File: src/rtl/osd_cmd_tx.sv
// OSD command transmitter: sends a command word, optional info words and buffer data words
// on a strobed 16-bit bus. Define OSD_TX_INFO_EN to enable the 5-word window info block.
//
// state  | meaning
// IDLE   | waiting for cmd_valid, cmd_ready high
// SELECT | io_osd raised, command word on io_din
// FETCH  | rd_addr presented for the next data word
// SETUP  | io_din settled, strobe low
// STROBE | io_strobe high for STROBE_CYC cycles
// GAP    | io_strobe low for GAP_CYC cycles
// DESEL  | io_osd low for DESEL_CYC cycles
module osd_cmd_tx #(
  parameter int STROBE_CYC = 2,
  parameter int GAP_CYC    = 1,
  parameter int DESEL_CYC  = 2
) (
  input  logic        clk_sys,
  input  logic        reset_n,
  input  logic        cmd_valid,
  output logic        cmd_ready,
  input  logic [7:0]  cmd_code,
  input  logic [12:0] cmd_len,
  input  logic [12:0] cmd_addr,
  output logic [12:0] rd_addr,
  input  logic [7:0]  rd_data,
`ifdef OSD_TX_INFO_EN
  input  logic [11:0] info_x,
  input  logic [11:0] info_y,
  input  logic [5:0]  info_w,
  input  logic [5:0]  info_h,
  input  logic [1:0]  info_rot,
`endif
  output logic        io_osd,
  output logic        io_strobe,
  output logic [15:0] io_din,
  output logic        busy
);

  localparam int CW = 16;

  typedef enum logic [2:0] {IDLE, SELECT, FETCH, SETUP, STROBE, GAP, DESEL} state_t;

  state_t        state_q, state_nx;
  logic [CW-1:0] cnt_q;
  logic [12:0]   rem_q;
  logic [2:0]    info_q;
  logic          data_q;
  logic [15:0]   din_q;
  logic          ready_en_q;
  logic          accept;
  logic          info_hit;
  logic [15:0]   info_word;

  assign cmd_ready = (state_q == IDLE) && ready_en_q;
  assign accept    = cmd_valid && cmd_ready;

`ifdef OSD_TX_INFO_EN
  logic [11:0] x_q, y_q;
  logic [5:0]  w_q, h_q;
  logic [1:0]  rot_q;

  assign info_hit = (cmd_code[7:4] == 4'h4) && cmd_code[0] && cmd_code[2];

  always_ff @(posedge clk_sys) begin
    if (!reset_n) begin
      x_q   <= '0;
      y_q   <= '0;
      w_q   <= '0;
      h_q   <= '0;
      rot_q <= '0;
    end else if (accept) begin
      x_q   <= info_x;
      y_q   <= info_y;
      w_q   <= info_w;
      h_q   <= info_h;
      rot_q <= info_rot;
    end
  end

  always_comb begin
    info_word = 16'h0000;
    case (info_q)
      3'd5:    info_word = {4'h0, x_q};
      3'd4:    info_word = {4'h0, y_q};
      3'd3:    info_word = {10'h000, w_q};
      3'd2:    info_word = {10'h000, h_q};
      3'd1:    info_word = {14'h0000, rot_q};
      default: info_word = 16'h0000;
    endcase
  end
`else
  assign info_hit  = 1'b0;
  assign info_word = 16'h0000;
`endif

  always_ff @(posedge clk_sys) begin
    if (!reset_n) state_q <= IDLE;
    else          state_q <= state_nx;
  end

  always_comb begin
    state_nx = state_q;
    case (state_q)
      IDLE:    if (accept) state_nx = SELECT;
      SELECT:  state_nx = SETUP;
      FETCH:   state_nx = SETUP;
      SETUP:   state_nx = STROBE;
      STROBE:  if (cnt_q == '0) state_nx = GAP;
      GAP: begin
        if (cnt_q == '0) begin
          if (info_q != 3'd0)     state_nx = SETUP;
          else if (rem_q != '0)   state_nx = FETCH;
          else                    state_nx = DESEL;
        end
      end
      DESEL:   if (cnt_q == '0) state_nx = IDLE;
      default: state_nx = IDLE;
    endcase
  end

  always_comb begin
    io_osd    = (state_q != IDLE) && (state_q != DESEL);
    io_strobe = (state_q == STROBE);
    busy      = (state_q != IDLE);
    // Data words come straight from the buffer during SETUP, then held in din_q
    io_din    = (state_q == SETUP && data_q) ? {8'h00, rd_data} : din_q;
  end

  always_ff @(posedge clk_sys) begin
    if (!reset_n) begin
      cnt_q      <= '0;
      rem_q      <= '0;
      info_q     <= '0;
      data_q     <= 1'b0;
      din_q      <= '0;
      rd_addr    <= '0;
      ready_en_q <= 1'b0;
    end else begin
      ready_en_q <= 1'b1;
      if (state_nx != state_q) begin
        case (state_nx)
          STROBE:  cnt_q <= CW'(STROBE_CYC - 1);
          GAP:     cnt_q <= CW'(GAP_CYC - 1);
          DESEL:   cnt_q <= CW'(DESEL_CYC - 1);
          default: cnt_q <= '0;
        endcase
      end else if (cnt_q != '0) begin
        cnt_q <= cnt_q - 1'b1;
      end
      if (accept) begin
        rem_q   <= cmd_len;
        rd_addr <= cmd_addr;
        din_q   <= {8'h00, cmd_code};
        info_q  <= info_hit ? 3'd5 : 3'd0;
        data_q  <= 1'b0;
      end
      if (state_q == GAP && state_nx == SETUP) begin
        din_q  <= info_word;
        info_q <= info_q - 3'd1;
      end
      if (state_q == GAP && state_nx == FETCH) begin
        rem_q  <= rem_q - 13'd1;
        data_q <= 1'b1;
      end
      if (state_q == SETUP && data_q) begin
        din_q   <= {8'h00, rd_data};
        rd_addr <= rd_addr + 13'd1;
      end
    end
  end

endmodule

File: config.mk
export PLATFORM = sky130hd
export DESIGN_NAME = osd_cmd_tx
export DESIGN_NICKNAME = d
export VERILOG_FILES = /design/src/rtl/osd_cmd_tx.sv
export SDC_FILE = /design/constraint.sdc
export NUM_CORES = 1
export LEC_CHECK = 0
export CORE_MARGIN = 2
export CORE_UTILIZATION = 35
export DETAILED_ROUTE_END_ITERATION = 16
export PLACE_DENSITY_LB_ADDON = 0.12
export SLEW_MARGIN = 5
export SYNTH_ARGS = -nofsm -noshare
export SYNTH_HDL_FRONTEND = slang
export SYNTH_SLANG_ARGS = --single-unit
File: constraint.sdc
create_clock -name clk_sys -period 3.3 [get_ports clk_sys]
set_input_delay 0.99 -clock clk_sys [delete_from_list [all_inputs] [get_ports clk_sys]]
set_output_delay 0.99 -clock clk_sys [all_outputs]
set_load 0.02 [all_outputs]
==> results of run 1 <==
==> worst max-delay path, delay by kind of cell, from the launching register on <==
kind | cells | cell delay (ns)
and+or+nand+nor | 4 | 0.78
buffers and inverters | 1 | 0.61
DFF | 1 | 0.47
==> final cells by class <==
cell class              instances  area [um2]  share of cell area, %
inverters                      11       41.29                  1.009
flip-flops and latches         58        1161                  28.39
clock inverters                 2       60.06                  1.468
multi-input cells             301        1767                  43.19
repair buffers                 80       773.2                  18.90
well taps                     108       135.1                  3.304
clock buffers                  14       152.6                  3.732
==> cell usage after synthesis (all sizes together) (2+ instances only) <==
cell / instances
nor3: 16
nor2: 37
or3: 4
o21ai: 17
a221oi: 6
a2bb2oi: 2
or2: 3
xnor2: 8
o311ai: 4
nand2b: 3
inv: 10
or4: 8
o41ai: 4
nor2b: 2
or2b: 2
xor2: 3
nand4: 6
a211oi: 3
mux2i: 2
clkbuf: 16
and3: 7
a311oi: 2
o211ai: 7
nand2: 51
dfxtp: 58
buf: 13
and2: 3
nor4: 11
a21oi: 39
nand3: 21
a31oi: 5
ha: 6
==> placed cells by master (no fill, tap or decap), drive strengths merged, types with 7 or more instances in the layout <==
cell type	Yosys	routed
inv	10	10
or4	8	8
nor2	37	37
conb	1	8
and3	7	7
xnor2	8	8
nand2	51	51
buf	13	11
nor3	16	16
clkbuf	16	14
o211ai	7	7
nand3	21	21
clkdlybuf4s50	0	69
o21ai	17	17
nor4	11	11
a21oi	39	39
dfxtp	58	58
==> metal layers <==
metal  vias to the layer above  track usage, %  part of all wire, %
li1                       1546               -                    -
met1                      1383           22.98                   48
met2                        70           27.66                   46
met3                         5           5.440                  5.3
met4                         0           4.594                 0.54
met5                         -               0                    0
==> logic make-up after synthesis <==
group / count (synthesis)
other: 1
muxes: 2
DFF: 58
AOI/OAI and AO/OA: 95
xor gates and xnor gates: 11
buffers and inverters: 40
adders and majority gates: 6
and+or+nand+nor: 179
==> where the power goes <==
group / total [mW] / internal [mW] / leakage (nW) / switching (mW)
Sequential: 0.910 / 0.807 / 0.473 / 0.102
Clock: 0.724 / 0.448 / 0.105 / 0.276
Combinational: 1.14 / 0.504 / 0.952 / 0.639
Total: 2.78 / 1.76 / 1.53 / 1.02
==> path summary, 6_finish.rpt <==
check	from	end	cells after the start
worst max-delay path	state_q[1]$_SDFF_PN0_	io_din[7]	5
worst min register to register	data_q$_SDFFE_PN0P_	data_q$_SDFFE_PN0P_	2
worst max register to register	cnt_q[0]$_SDFFE_PN0P_	cnt_q[0]$_SDFFE_PN0P_	8
worst min-delay path	data_q$_SDFFE_PN0P_	data_q$_SDFFE_PN0P_	2
==> per-stage QoR <==
step	instances	area, um2	util [%]
finish	574	4090	47.36
global route	574	4090	47.36
global placement	558	3872	44.84
CTS	574	4086	47.32
detailed placement	558	3872	44.84
floorplan	399	3122	-
==> registers in the layout, indices dropped and copies added (netlist names) <==
signal	cells
data_q	1
state_q	3
rem_q	13
rd_addr	13
din_q	8
cnt_q	16
ready_en_q	1
info_q	3
==> repair_timing <==
action,4_1_cts,5_1_grt
buffers inserted,0,0
hold buffers,0,0
resized for setup,1,2
setup endpoints to repair,8,8
hold endpoints to repair,0,0
pin swaps,0,0
==> out/metrics.yaml, run 1 <==
drv_slew: 0
path_common_cell: "nand2_1"
grt_usage_pct: 17.41
grt_pass1_wl_mm: 13.77
synth_compound_area_share_pct: 20.01
drive_gt1_share_pct: 7.940
clkLatencyLatePin_ns: 0.33
synthCells: 392
numPortBuffers: 69
cts.sinks: 58
max_stage_delay_ns: 0.61
drt-initial-drc-count: 113
synth_area_leaders: "dfxtp_1 38%, a21oi_1 6.3%, nand2_1 6.2%"
grt.overflow.total: 0
ys_warn_count: 0
coreArea_um2: 8636
setup_violations: 0
critical_path.cell_chain: "and3b_1 -> and2_4 -> nand2_1 -> nand2_1 -> clkdlybuf4s50_1"
ff2ff_setup_slack_ns: 0.60
dp_hpwl_mm: 5.713
fill_cells: 844
cts_buffer_depth: 2
finalPower_mw: 2.777
drt_pass1_iterations: 4
ys_ff_latch: 58
p_per_area_nw_per_um2: 678.9
start_kind: "register"
hold_viol: 0
fin_skew_ns: 0.008618
slowest_stage: "clkdlybuf4s50_1"
yosysUniqueCellTypes: 55
synth-async-reset-ratio_pct: 0
totalWireLength_mm: 8.164
vias: 3004
route.detailed.drc: 0
die_w_um: 98.05
ir_drop_uv: 225.9
grt_setup_unrepaired: "no"
floorplan.initialDensity_pct: 35.84
synth_top_area_share_pct: 37.51
outcome: "complete, no violations"
viasPerCell: 5.233
cts_tree: "built"
synth_simple_gate_area_share_pct: 29.75
synth_largest_area_cell: "dfxtp_1"
crit_arrival_ns: 2.19
grt_max_degree: 37
netlist_area_um2: 3095
antenna_found_initial: 0
diodes: 0
postSynthAreaPerCell_um2: 7.897
cts_buffers: 9
end_kind: "output pin"
critPathKind: "register to output pin"
synthFlopType: "dfxtp_1"
pin_count: 78
die_y_um: 98.05
ant_nets: 0
synth_edf_count: 0
path_max_fanout: 10
finalSetupTns_ns: 0
wire_per_inst_um: 14.22
htree_levels: 3
layout.nets: 512
dp_slack_ns: 0.1105
timing.fmax_mhz: 314.5
cts_root_buffer: "clkbuf_8"
synth_top_family_by_area: "simple AND/OR/NAND/NOR gates"
synth_fa_ha_area_share_pct: 2.425
first_global_vias: 2871
fin_crit_sh_pct: 96.35
area_growth_pct: 32.13
maxCapViolations: 0
synthMuxAreaShare_pct: 0.6467
gp_congestion: 0.8358
rows: 34
period_minus_slack_ns: 3.179
critPathRequiredTime_ns: 2.31
die_area_um2: 9613
total_leakage_power_nw: 1.530
yosysSeqAreaShare_pct: 37.51
holdWs_ns: 0.4791
setup_slack_ns: 0.1206
hp-class: "register to register"
synth_xor_area_share_pct: 3.112
clk_pin_slew_worst_paths_ns: 0.06
Power figures use the tool's default switching activity.
==> inputs of run 2 (changes only) <==
--- a/config.mk
+++ b/config.mk
@@ -8,8 +8,9 @@
 export CORE_MARGIN = 2
 export CORE_UTILIZATION = 35
 export DETAILED_ROUTE_END_ITERATION = 16
+export GPL_TIMING_DRIVEN = 0
 export PLACE_DENSITY_LB_ADDON = 0.12
-export SLEW_MARGIN = 5
+export SLEW_MARGIN = 10
 export SYNTH_ARGS = -nofsm -noshare
 export SYNTH_HDL_FRONTEND = slang
 export SYNTH_SLANG_ARGS = --single-unit
==> out/metrics.yaml, run 2 (synthesized netlist as in run 1, its figures left out) <==
cts_buffer_depth: 2  # unchanged
grt_setup_unrepaired: "no"  # unchanged
dp_hpwl_mm: 6.210  # was 5.713 mm
grt.overflow.total: 0  # unchanged
first_global_vias: 3023  # was 2871
grt_pass1_wl_mm: 14.50  # was 13.77 mm
min-delay-start: "cnt_q[5]$_SDFFE_PN0P_"  # was data_q$_SDFFE_PN0P_
timing.fmax_mhz: 335.1  # was 314.5 MHz
grt_usage_pct: 18.58  # was 17.41%
dp_slack_ns: -0.3710  # was 0.1105 ns
maxCapViolations: 0  # unchanged
clk_pin_slew_worst_paths_ns: 0.07  # was 0.06 ns
antenna_found_initial: 0  # unchanged
fin_skew_ns: 0.009680  # was 0.008618 ns
vias: 3091  # was 3004
outcome: "complete, no violations"  # unchanged
die_y_um: 98.05  # unchanged
r2r_cells: 9  # was 8
coreArea_um2: 8636  # unchanged
fill_cells: 886  # was 844
cts_buffers: 9  # unchanged
die_w_um: 98.05  # unchanged
critPathRequiredTime_ns: 2.31  # about the same
r2r_end: "rem_q[10]$_SDFFE_PN0P_"  # was cnt_q[0]$_SDFFE_PN0P_
top_register: "cnt_q"  # unchanged
reg2reg_from: "cnt_q[0]$_SDFFE_PN0P_"  # unchanged
grtUsageMet3_pct: 4.653  # was 5.440%
drive_gt1_share_pct: 9.205  # was 7.940%
wire_per_inst_um: 14.60  # was 14.22 um
finalPower_mw: 2.632  # was 2.777 mW
cts_root_buffer: "clkbuf_8"  # unchanged
fin_crit_sh_pct: 90.44  # was 96.35%
hold_end: "cnt_q[5]$_SDFFE_PN0P_"  # was data_q$_SDFFE_PN0P_
ff2ff_setup_slack_ns: 0.56  # was 0.60 ns
diodes: 0  # unchanged
viasPerCell: 5.275  # was 5.233
cts_setup_buffers: 0  # unchanged
drv_slew: 0  # unchanged
floorplan.initialDensity_pct: 35.84  # unchanged
rows: 34  # unchanged
p_per_area_nw_per_um2: 638.0  # was 678.9 nW/um2
period_minus_slack_ns: 2.985  # was 3.179 ns
path_max_fanout: 10  # unchanged
clkLatencyLatePin_ns: 0.34  # was 0.33 ns
critPathKind: "register to output pin"  # unchanged
final_util_pct: 47.77  # was 47.36%
cts.sinks: 58  # unchanged
drt_pass1_iterations: 4  # unchanged
drt-initial-drc-count: 105  # was 113
htree_levels: 3  # unchanged
finalSetupTns_ns: 0  # unchanged
totalWireLength_mm: 8.556  # was 8.164 mm
hp-class: "register to register"  # unchanged
largest_register_ffs: 16  # unchanged
die_area_um2: 9613  # unchanged
use_met2_pct: 29.14  # was 27.66%
pin_count: 78  # unchanged
final_cell_mix: "61 x clkdlybuf4s50_1, 55 x dfxtp_1, 50 x nand2_1"  # was 69 x clkdlybuf4s50_1, 58 x dfxtp_1, 50 x nand2_1
reg_top3: "cnt_q (16), rd_addr (13), rem_q (13)"  # unchanged
crit_arrival_ns: 1.99  # was 2.19 ns
setup_violations: 0  # unchanged
numPortBuffers: 69  # unchanged
hold_depth: 2  # unchanged
total_leakage_power_nw: 1.654  # was 1.530 nW
ant_nets: 0  # unchanged
hold_viol: 0  # unchanged
grt_max_degree: 12  # was 37
end_kind: "output pin"  # unchanged
layout.nets: 527  # was 512
setup_slack_ns: 0.3154  # was 0.1206 ns
grt_busiest_layer: "met2"  # unchanged
start_kind: "register"  # unchanged
max_slew.worst_pin.slew_ns: 0.6004
mostFrequentLayoutCell: "clkdlybuf4s50_1"  # unchanged
gp_congestion: 0.8008  # was 0.8358
cts_tree: "built"  # unchanged
ir_drop_uv: 261.3  # was 225.9 uV
grt_use_met1_pct: 24.42  # was 22.98%
slew_headroom_pct: 59.97
area_growth_pct: 33.27  # was 32.13%
route.detailed.drc: 0  # unchanged
-- run 2: cell types whose count changed in the layout (fill, tap and decap cells not counted), moves of 2 or more --
cell / previous run / this run
dfxtp_2: 0 / 3
clkbuf_4: 0 / 2
dlygate4sd2_1: 0 / 2
dlymetal6s2s_1: 0 / 6
buf_4: 11 / 8
clkdlybuf4s50_1: 69 / 61
bufinv_16: 2 / 0
buf_6: 0 / 2
clkbuf_1: 4 / 13
dfxtp_1: 58 / 55
buf_2: 0 / 3
-- run 2: stage by stage --
step / cell area, um2 / cells / hold WS [ns]
2_1_floorplan: 3122 / 399 / 0.4450
4_1_cts: 4110 / 586 / 0.4793
3_5_place_dp: 3948 / 576 / 0.4588
3_3_place_gp: 3948 / 576 / 0.4566
6_report: 4125 / 586 / 0.4824
5_1_grt: 4125 / 586 / 0.5043
-- run 2: final cells by class --
type,instances,area (um2),area share [%]
inverters,11,41.29,1.001
well taps,108,135.1,3.276
clock buffers,13,158.9,3.852
plain buffers,26,153.9,3.731
multi-input cells,301,1768,42.86
repair buffers,69,703.2,17.05
flip-flops and latches,58,1165,28.24
-- run 2: report_power, final --
group	switching (mW)	internal, mW	leakage, nW	total (mW)
combinational	0.628	0.500	1.10	1.13
sequential	0.123	0.811	0.474	0.933
clock	0.269	0.302	0.0815	0.570
-- run 2: layer usage --
layer | vias up | wire, um
li1 | 1572 | -
met1 | 1430 | 3978
met2 | 78 | 4065
met3 | 11 | 379
met4 | 0 | 132
met5 | - | 0
-- run 2: what timing repair did --
action | in CTS | in global routing
hold buffers | 0 | 0
gates resized for setup | 13 | 6
endpoints found under the setup margin | 8 | 6
-- run 2: critical path, stage by stage, from the launching register on --
cell and delay [ns]:
dfxtp_2 0.44, and3b_2 0.29, and2_4 0.23, clkbuf_4 0.21
nand2_1 0.07, nand2_1 0.07, dlygate4sd2_1 0.35
-- run 2: worst max-delay path by stage --
stage,from,end,slack [ns],cells after the start
final,state_q[0]$_SDFF_PN0_,io_din[6],0.32,6
after floorplan,state_q[0]$_SDFF_PN0_,io_din[2],0.61,7
after global routing,state_q[0]$_SDFF_PN0_,io_din[2],0.23,6
after detailed placement,state_q[0]$_SDFF_PN0_,io_din[6],-0.37,8
after global placement,state_q[0]$_SDFF_PN0_,io_din[6],-0.35,8
after CTS,state_q[0]$_SDFF_PN0_,io_din[4],0.04,6
